$ cat src/rtl/tlut_pkg.sv
// tlut_pkg: shared mode encoding and reset defaults for the temporal-LUT period counter
package tlut_pkg;
  typedef enum logic [1:0] {CM_FREE, CM_ONESHOT, CM_UPDOWN, CM_RSVD} cnt_mode_e;
  localparam cnt_mode_e MODE_RST = CM_FREE;
  localparam logic DIR_UP = 1'b0;
endpackage

$ cat src/rtl/tlut_bin2gray.sv
// tlut_bin2gray: combinational binary to Gray code converter
module tlut_bin2gray #(
  parameter int WIDTH = 8
) (
  input  logic [WIDTH-1:0] i_bin,
  output logic [WIDTH-1:0] o_gray
);
  assign o_gray = i_bin ^ (i_bin >> 1);
endmodule

$ cat src/rtl/tlut_period_cnt.sv
// tlut_period_cnt: programmable period counter (free-run, one-shot, triangle) with Gray output and epoch count
module tlut_period_cnt
  import tlut_pkg::*;
#(
  parameter int WIDTH   = 8,
  parameter int EPOCH_W = 16
) (
  input  logic               clk,
  input  logic               rst_n,
  input  logic               enable,
  input  logic               clear,
  input  logic [1:0]         cfg_mode,
  input  logic [WIDTH-1:0]   cfg_term,
  output logic [WIDTH-1:0]   cnt_out,
  output logic [WIDTH-1:0]   cnt_gray,
  output logic               at_term,
  output logic               wrap,
  output logic               done,
  output logic [EPOCH_W-1:0] epoch
);
  cnt_mode_e          r_mode;
  logic [WIDTH-1:0]   r_term, r_cnt, r_gray, w_cnt_nxt, w_gray;
  logic               r_down, w_down_nxt, w_free, w_top, w_zero;
  logic [EPOCH_W-1:0] r_epoch;
  assign w_free  = (r_mode == CM_FREE) || (r_mode == CM_RSVD);
  assign w_top   = r_cnt >= r_term;
  assign w_zero  = r_cnt == '0;
  assign at_term = r_cnt == r_term;
  assign done    = (r_mode == CM_ONESHOT) && at_term;
  assign cnt_out  = r_cnt;
  assign cnt_gray = r_gray;
  assign epoch    = r_epoch;
  always_comb begin
    w_cnt_nxt  = r_cnt;
    w_down_nxt = r_down;
    wrap       = 1'b0;
    if (enable) begin
      if (w_free) begin
        wrap      = w_top;
        w_cnt_nxt = w_top ? '0 : r_cnt + WIDTH'(1);
      end else if (r_mode == CM_ONESHOT) begin
        w_cnt_nxt = w_top ? r_cnt : r_cnt + WIDTH'(1);
      end else if (r_term == '0) begin
        wrap      = 1'b1;
        w_cnt_nxt = '0;
      end else if (r_down == DIR_UP) begin
        w_cnt_nxt  = w_top ? r_term - WIDTH'(1) : r_cnt + WIDTH'(1);
        w_down_nxt = w_top;
      end else begin
        // bottom of the triangle closes the period and turns straight back up
        wrap       = w_zero;
        w_cnt_nxt  = w_zero ? WIDTH'(1) : r_cnt - WIDTH'(1);
        w_down_nxt = !w_zero;
      end
    end
  end
  tlut_bin2gray #(.WIDTH(WIDTH)) u_b2g (.i_bin(w_cnt_nxt), .o_gray(w_gray));
  always_ff @(posedge clk or negedge rst_n) begin
    if (!rst_n) begin
      r_mode  <= MODE_RST;
      r_term  <= '1;
      r_cnt   <= '0;
      r_gray  <= '0;
      r_down  <= DIR_UP;
      r_epoch <= '0;
    end else if (clear) begin
      r_mode  <= cnt_mode_e'(cfg_mode);
      r_term  <= cfg_term;
      r_cnt   <= '0;
      r_gray  <= '0;
      r_down  <= DIR_UP;
      r_epoch <= '0;
    end else begin
      r_cnt  <= w_cnt_nxt;
      r_gray <= w_gray;
      r_down <= w_down_nxt;
      if (wrap) begin
        r_mode  <= cnt_mode_e'(cfg_mode);
        r_term  <= cfg_term;
        r_epoch <= (r_epoch == '1) ? r_epoch : r_epoch + EPOCH_W'(1);
      end
    end
  end
endmodule
$ cat config.mk
export PLATFORM = sky130hd
export DESIGN_NAME = tlut_period_cnt
export DESIGN_NICKNAME = d
export VERILOG_FILES = /design/src/rtl/tlut_pkg.sv /design/src/rtl/tlut_bin2gray.sv /design/src/rtl/tlut_period_cnt.sv
export SDC_FILE = /design/constraint.sdc
export NUM_CORES = 1
export LEC_CHECK = 0
export CORE_MARGIN = 1.5
export CORE_UTILIZATION = 35
export CTS_CLUSTER_DIAMETER = 80
export DETAILED_ROUTE_END_ITERATION = 6
export HOLD_SLACK_MARGIN = 0.03
export PLACE_DENSITY = 0.65
export SYNTH_ARGS = -nofsm -noshare
export SYNTH_HDL_FRONTEND = slang
export SYNTH_SLANG_ARGS = --single-unit
$ cat constraint.sdc
create_clock -name clk -period 3.2 [get_ports clk]
set_input_delay 0.96 -clock clk [delete_from_list [all_inputs] [get_ports clk]]
set_output_delay 0.96 -clock clk [all_outputs]
set_load 0.1 [all_outputs]
# Word level (Yosys, flattened, before mapping)
# Index checks and enable logic that the tools add are counted.
dict set report totals {
  latch_bits 0
  elab_cells 59
  output_inout_bits 35
  input_bits 14
  reg_bits 43
  ramBits 0
  mem_bits_ro 0
  mem_count 0
}
dict set report classes {
  bitwise 1
  reduce_logical 10
  shifts 0
  muxes 29
  eq_ne 8
  div_mod_pow 0
  order_cmp 1
  n_addsub 4
  mul 0
}
# op n
set op_table {}
lappend op_table {{2-to-1 mux 8 bit} 13}
lappend op_table {{2-to-1 mux 16 bit} 3}
lappend op_table {{adder 16 x 1 -> 16 bit, second input constant} 1}
lappend op_table {{equality test 16 bit, second input constant} 1}
lappend op_table {{logical NOT 8 bit} 2}
lappend op_table {{subtractor 8 x 1 -> 8 bit, second input constant} 2}
lappend op_table {{2-to-1 mux 1 bit} 11}
lappend op_table {{adder 8 x 1 -> 8 bit, second input constant} 1}
lappend op_table {{equality test 8 bit} 1}
lappend op_table {{greater-or-equal comparator 8 bit} 1}
lappend op_table {{inequality test 2 bit, second input constant} 4}
lappend op_table {{XOR 8 x 7 -> 8 bit} 1}
lappend op_table {{2-to-1 mux 2 bit} 2}
lappend op_table {{AND reduction 4 bit} 1}
lappend op_table {{nonzero test 2 bit} 2}
lappend op_table {{equality test 2 x 1 -> 1 bit, second input constant} 1}
lappend op_table {{equality test 2 bit, second input constant} 1}
lappend op_table {{logical NOT 2 bit} 1}
lappend op_table {{AND reduction 2 bit} 1}
lappend op_table {{logical AND 1 bit} 1}
lappend op_table {{logical NOT 1 bit} 1}
lappend op_table {{logical OR 1 bit} 1}

# Longest topological paths before layout
# Gate-level depths: netlist of the first run.
dict set report logic_depth {
  ltp_word 9
  depth_mapped 14
  depth_no_buf 13
}

# Hierarchy
# Synthesis of the first run repeated with hierarchy kept, for this count alone.
dict set report hier_totals {
  cells_unflattened 339
  area_unflattened_um2 3149.3
}
# module cells_each instances area_per_inst_um2
set by_module_without_submodules {}
lappend by_module_without_submodules {tlut_period_cnt 331 1 3080.5}
lappend by_module_without_submodules {tlut_bin2gray 8 1 68.8}

# Worst setup path before layout of the first run
# OpenSTA, ideal clock, no wires.
dict set report synth_path {
  path_type {register -> output}
  from {register r_cnt[0] (netlist: cnt_out[0])}
  to {output done}
  required_time_ns 2.240
  t_arrival_ns 3.924
  path_stages_with_launch 7
  slack_ns -1.684
  cell_sequence {dfrtp_1 > clkbuf_1 > inv_1 > ha_1 > nand4_1 > nor2_1 > and2_1}
}
dict set report synth_between {
  elab_chain_cells 2
}
# item line_no
set synth_rtl {}
lappend synth_rtl {{start: declaration} tlut_period_cnt.sv:22} ;# logic [WIDTH-1:0] r_term, r_cnt, r_gray, w_cnt_nxt, w_gray;
lappend synth_rtl {{start signal: assignment} tlut_period_cnt.sv:74} ;# r_cnt <= w_cnt_nxt;
lappend synth_rtl {{equality test 8 bit} tlut_period_cnt.sv:28} ;# assign at_term = r_cnt == r_term;
lappend synth_rtl {{named net at_term} tlut_period_cnt.sv:16} ;# output logic at_term,
lappend synth_rtl {{logical AND 1 bit} tlut_period_cnt.sv:29} ;# assign done = (r_mode == CM_ONESHOT) && at_term;
lappend synth_rtl {{end: declaration} tlut_period_cnt.sv:18} ;# output logic done,
# The timed path passes the listed nets, and every way through them passes these cells.

# Final worst setup path of the first run
dict set report layout_path {
  from {register r_term[5]}
  to {output wrap}
}
dict set report layout_between {
  elab_chain_cells 5
  word_cells_on_any_way 6
}
# item line_no
set layout_rtl {}
lappend layout_rtl {{start: declaration} tlut_period_cnt.sv:22}
lappend layout_rtl {{start signal: assignment} tlut_period_cnt.sv:68} ;# r_term <= cfg_term;
lappend layout_rtl {{start signal: assignment} tlut_period_cnt.sv:79} ;# r_term <= cfg_term;
lappend layout_rtl {{branches (longest 3 deep; another with greater-or-equal comparator 8 bit)} n/a}
lappend layout_rtl {{2-to-1 mux 1 bit (*)} tlut_period_cnt.sv:38} ;# if (w_free) begin
lappend layout_rtl {{2-to-1 mux 1 bit (*)} tlut_period_cnt.sv:37} ;# if (enable) begin
lappend layout_rtl {{end: declaration} tlut_period_cnt.sv:17} ;# output logic wrap,
# Mark *: on every way between the ends.

==> results of run 1 <==
-- final timing paths --
kind | startpoint | to | slack, ns | depth (start not counted)
worst max-delay path | r_term[5] | wrap | -0.005 | 7
worst min-delay path | r_mode[1] | r_mode[1] | 0.54 | 1
worst max register to register | r_term[5] | cnt_gray[5] | 0.17 | 12
worst min register to register | r_mode[1] | r_mode[1] | 0.54 | 1
max in group asynchronous | rst_n | r_term[2] | 1.83 | 2
min in group asynchronous | rst_n | epoch[0] | 0.66 | 1
-- sequential cells by signal (all words and copies together), names as in the netlist --
signal / count
epoch: 16
cnt_out: 8
r_term: 8
cnt_gray: 7
r_mode: 2
r_down: 1
-- report_power, final --
group          switching (mW)  internal, mW
Clock                   0.181         0.151
Sequential             0.0469         0.588
Combinational           0.540         0.298
-- metrics by stage --
stage | hold WS (ns) | utilization, %
after floorplan | 0.479 | -
after global placement | 0.493 | 44.4
after detailed placement | 0.522 | 44.4
after CTS | 0.541 | 46.3
after global routing | 0.544 | 47.1
final | 0.535 | 47.1
-- layout by cell type, fill, tap and decap left out, types with 4 or more instances in the layout --
master,instances
inv_1,15
dfstp_2,8
clkbuf_8,5
mux2i_1,5
nor2_1,37
or3_1,5
a21oi_1,17
xor2_1,12
ha_1,9
and2_1,6
buf_4,54
nand4_1,5
xnor2_1,18
dfrtp_2,5
nand3_1,17
nor3_1,16
and3_1,5
inv_2,5
o211ai_1,4
clkdlybuf4s50_1,12
nand2_1,13
ha_4,7
mux2_2,11
o21ai_0,15
dfrtp_1,26
-- layer usage --
| layer | global-route usage (%) | part of all wire, % |
|---|---|---|
| met1 | 24.8 | 42 |
| met2 | 31.8 | 49 |
| met3 | 2.98 | 6.6 |
| met4 | 4.73 | 1.6 |
| met5 | 0 | 0 |
-- logic make-up after synthesis --
kind of cell             after synthesis
adder cells (fa/ha/maj)               16
AND/OR/NAND/NOR                      126
flip-flops                            42
multiplexers                          16
buffers and inverters                 35
AO/OA/AOI/OAI                         60
XOR/XNOR                              30
-- final cells by class --
class	count	share of cell area, %
clock buffer	6	1.90
clock inverter	2	0.262
inverter	21	2.26
multi-input combinational	248	48.5
sequential	42	28.2
tap	105	3.43
timing repair buffer	70	15.4
-- synth_stat cells, types with 3 or more instances --
library cell  count  area [um^2]
dfrtp_1          34          851
nor3_1           16         80.1
or3_1             5         31.3
nor3b_1           3         22.5
nand2_1          13         48.8
mux2i_1           5         50.1
o211ai_1          4         30.0
xor2_1           12          105
o21ai_0          15         75.1
dfstp_2           8          210
or4_1             3         22.5
and2_1            7         43.8
nor2_1           39          146
mux2_2           11          124
inv_1            20         75.1
nand4_1           5         31.3
a21oi_1          17         85.1
and3_1            5         31.3
clkbuf_1         12         45.0
xnor2_1          18          158
ha_1             16          200
nand3_1          17         85.1
a31oi_1           3         18.8
-- critical path, delay by kind of cell (launching register included) --
kind,cells,cell delay (ns)
buf+inv,2,0.26
flops,1,0.58
simple gates,2,0.35
compound gates,2,0.49
fa+ha+maj,1,0.26
-- timing repair --
item                                    in CTS  in global routing
setup buffers                                5                  2
endpoints found under the setup margin       1                  2
resized for setup                            7                  4
pin swaps                                    5                  8
==> flow_summary.toml, run 1 <==
[yosys]
synth_cells = 325
synth_compound_area_share_pct = 14.5
yosys_warnings = 0
post_synth_num_cell_types = 54
synth-simple-area-share_pct = 22.7
ys_ff_latch = 42
synth_edf_count = 0
async_flop_share_pct = 100
synth_seq_area_share_pct = 36.3
synth_xor_area_share_pct = 8.99
avgSynthCellArea_um2 = 8.99
yosys-mux-area-fraction_pct = 5.95
syn-num-nets = 355
synth-adder-area-share_pct = 6.85
syn_area_um2 = 2920
synth_top_family_by_area = "simple AND/OR/NAND/NOR gates"
ys.flop_type = "dfrtp_1"

[timing]
fmax_mhz = 312
slew-limit-headroom_pct = 50.7
finalClockSkew_ns = 0.0108
finalHoldViolCount = 0
fin_ws_ns = -0.00492
slew_viol_final = 0
period_needed_ns = 3.20
tightest_slew_ns = 0.734
fin_setup_tns_ns = -0.00492
setup_viol = 1
rsz0062_at_grt = "true"
fin_crit_sh_pct = 100

[critical_path]
endpoint_kind = "output port"
crit_path_max_incr_delay_ns = 0.58
worstPathCellList = "inv_2 -> ha_4 -> nand4_1 -> o311ai_4 -> a21boi_4 -> nor2_4 -> buf_12"
cp-start-kind = "register"
worstPathArrival_ns = 2.24
critPathMaxFanout = 3
crit_type = "register to output port"
slowest_stage = "dfstp_2"
crit_required_ns = 2.24

[cts]
cts_buffer_depth = 2
clk_latency_ns = 0.30
hold_buffers = 0
root_buffer = "clkbuf_8"
htreeDepth = 2
clock-sinks = 42
cts_buffers = 5
clk_pin_slew_ns = 0.08
tritoncts = "built"

[layout]
n_fill_cell = 788
syn_to_final_growth_pct = 31.0
fin_nets = 418
register_area_um2 = 1080
stdcell_count = 494
n_antenna_cell = 0
final_area_um2 = 3830
multi_input_area_um2 = 1860
drive_gt1_share_pct = 30.3

[global_routing]
grt_pass1_vias = 2622
grt_pass1_wl_mm = 13.0
grt_usage_pct = 18.7
antenna_found_initial = 0
grt_max_degree = 28
gr-total-overflow = 0

[place]
portBuffers = 48
place_congestion = 0.887
hpwl_mm = 5.99
placed_cell_area_um2 = 3610
dp.cells = 479
place_ws_ns = 0.115

[power_and_ir_drop]
ir_worst_vdd_v = 0.000251
power.total_mw = 1.81
leakage_nw = 1.64
power_density_nw_per_um2 = 472

[detailed_routing]
drt-vias-per-instance = 5.52
final_antenna_net_count = 0
post_drt_wl_per_cell_um = 16.2
drt_drc_violations_left = 0
first_pass_iters = 5
routed_wl_mm = 8.01
drt_iter0_markers = 172
vias = 2725

[floorplan]
ios = 49
rows = 33
floorplan.initialDensity_pct = 35.9
core-area_um2 = 8130
fp.dieW_um = 94.4
fp.dieH_um = 94.4
dieArea_um2 = 8910

[outcome]
violations = "negative setup slack"
status = "finished with violations"

[run]
drv_cap = 0

[worst_hold_path]
hp-class = "register to register"
No activity file was read; power rests on OpenSTA's default activity.
==> run 2, diff against run 1 <==
--- a/config.mk
+++ b/config.mk
@@ -11,6 +11,7 @@
 export DETAILED_ROUTE_END_ITERATION = 6
 export HOLD_SLACK_MARGIN = 0.03
 export PLACE_DENSITY = 0.65
+export SETUP_SLACK_MARGIN = 0.05
 export SYNTH_ARGS = -nofsm -noshare
 export SYNTH_HDL_FRONTEND = slang
 export SYNTH_SLANG_ARGS = --single-unit
==> results of run 2 <==
No change in the layout: final DEF, timing and power equal those of run 1.
==> run 3, diff against run 2 <==
--- a/config.mk
+++ b/config.mk
@@ -10,6 +10,7 @@
 export CTS_CLUSTER_DIAMETER = 80
 export DETAILED_ROUTE_END_ITERATION = 6
 export HOLD_SLACK_MARGIN = 0.03
+export MAX_ROUTING_LAYER = met4
 export PLACE_DENSITY = 0.65
 export SETUP_SLACK_MARGIN = 0.05
 export SYNTH_ARGS = -nofsm -noshare
==> run 3 against run 2 <==
The run now ends clean. Non-clock buffer count increased by 7. Routed wire length increased by 1.8%. Combinational power increased by 2.5%. Global-route usage increased by 1.1 points. Via count decreased by 1.5%. Design area increased by 1.9%. Critical path type unchanged.
==> flow_summary.toml, run 3 (synthesis gave the netlist of run 1 again) <==
[place]
place_congestion = 0.986
dp.cells = 480
portBuffers = 48
placed_cell_area_um2 = 3620
hpwl_mm = 5.73

[layout]
stdcell_count = 501
drive_gt1_share_pct = 32.3
syn_to_final_growth_pct = 33.4
fin_nets = 425
n_fill_cell = 751
multi_input_area_um2 = 1850
largest_reg_flops = 16
n_antenna_cell = 0
final_area_um2 = 3900
mostFrequentLayoutCells = "buf_4, nor2_1, dfrtp_1"
mostFrequentLayoutCell = "buf_4"
register_area_um2 = 1080

[cts]
clk_latency_ns = 0.30
hold_buffers = 0
tritoncts = "built"
htreeDepth = 2
clk_pin_slew_ns = 0.09
root_buffer = "clkbuf_8"
clock-sinks = 42
cts_buffers = 5
cts_buffer_depth = 2

[floorplan]
fp.dieH_um = 94.4
fp.dieW_um = 94.4
core-area_um2 = 8130
floorplan.initialDensity_pct = 35.9
rows = 33
dieArea_um2 = 8910
ios = 49

[critical_path]
critPathMaxFanout = 3
worstPathCellList = "buf_4 -> nor4_2 -> nand4_2 -> a211o_1 -> a21boi_4 -> nor2_4 -> buf_12"
endpoint_kind = "output port"
cp-start-kind = "register"
crit_path_max_incr_delay_ns = 0.39
crit_type = "register to output port"
slowest_stage = "dfstp_2"
crit_required_ns = 2.24
worstPathArrival_ns = 2.21

[power_and_ir_drop]
leakage_nw = 1.69
p_clk_share_pct = 21.1
power.total_mw = 1.89
internal_power_mw = 1.12
power_density_nw_per_um2 = 485
seqPwrFrac_pct = 33.4
p_sw_share_pct = 41.0
switchingPower_mw = 0.776
ir_worst_vdd_v = 0.000219
combPwrFrac_pct = 45.5

[global_routing]
grt_pass1_wl_mm = 13.2
gr-total-overflow = 0
grt_usage_pct = 19.9
antenna_found_initial = 0
grt_pass1_vias = 2637
grt_max_degree = 37

[run]
drv_cap = 0

[timing]
fin_setup_tns_ns = 0
fin_crit_sh_pct = 98.9
slew-limit-headroom_pct = 44.6
rsz0062_at_grt = "true"
period_needed_ns = 3.17
tightest_slew_ns = 0.830
fmax_mhz = 316
setup_viol = 0
finalClockSkew_ns = 0.0110
slew_viol_final = 0
finalHoldViolCount = 0

[detailed_routing]
first_pass_iters = 4
drt_drc_violations_left = 0
drt_iter0_markers = 232
final_antenna_net_count = 0
vias = 2683
routed_wl_mm = 8.16
drt-vias-per-instance = 5.36
post_drt_wl_per_cell_um = 16.3

[worst_hold_path]
hp-class = "register to register"

[outcome]
status = "completed"
==> run 3: power groups by stage <==
stage               Combinational, mW  Clock, mW  Sequential [mW]
floorplan                       0.382          0            0.844
global placement                0.778          0            0.648
detailed placement              0.781          0            0.649
CTS                             0.849      0.418            0.630
global route                    0.921      0.438            0.636
finish                          0.860      0.400            0.631
==> run 3: timing repair <==
action                     4_1_cts  5_1_grt
setup buffers                   13        0
gates resized for setup          7        5
setup endpoints to repair        1        3
gates cloned                     0        0
pin swaps                        7        3
==> run 3: metrics by stage <==
stage	hold slack (ns)	utilization, %	setup slack [ns]
3_5_place_dp	0.499	44.5	0.201
4_1_cts	0.518	47.8	0.0333
6_report	0.513	47.9	0.0341
5_1_grt	0.530	47.9	-0.0454
2_1_floorplan	0.479	-	-0.133
3_3_place_gp	0.495	44.5	0.189
==> run 3: final timing paths <==
kind / from / to / slack, ns / cells past startpoint
worst max register to register: cnt_out[6] / cnt_gray[0] / 0.24 / 12
worst max-delay path: r_term[3] / wrap / 0.03 / 7
max in group asynchronous: rst_n / r_term[6] / 1.74 / 2
worst min-delay path: r_mode[1] / r_mode[1] / 0.51 / 1
min in group asynchronous: rst_n / epoch[7] / 0.77 / 1
worst min register to register: r_mode[1] / r_mode[1] / 0.51 / 1
==> run 3: area by class of cell <==
type / count / area share [%]
inverter: 21 / 2.21
multi-input combinational: 248 / 47.4
timing repair buffer: 77 / 16.5
clock buffer: 8 / 2.82
sequential: 42 / 27.7
tap: 105 / 3.37
==> run 3: layer usage <==
layer	up-vias	wire [um]	global-route usage, %
met1	1255	3670	25.8
li1	1295	-	-
met2	111	3630	29.9
met4	0	273	9.45
met3	22	578	3.62
met5	-	0	-
==> run 3: critical path, delay by kind of cell (launching register included) <==
kind | cells | cell delay [ns]
and+or+nand+nor | 3 | 0.70
AOI/OAI and AO/OA | 2 | 0.50
DFF | 1 | 0.39
buffers and inverters | 2 | 0.33
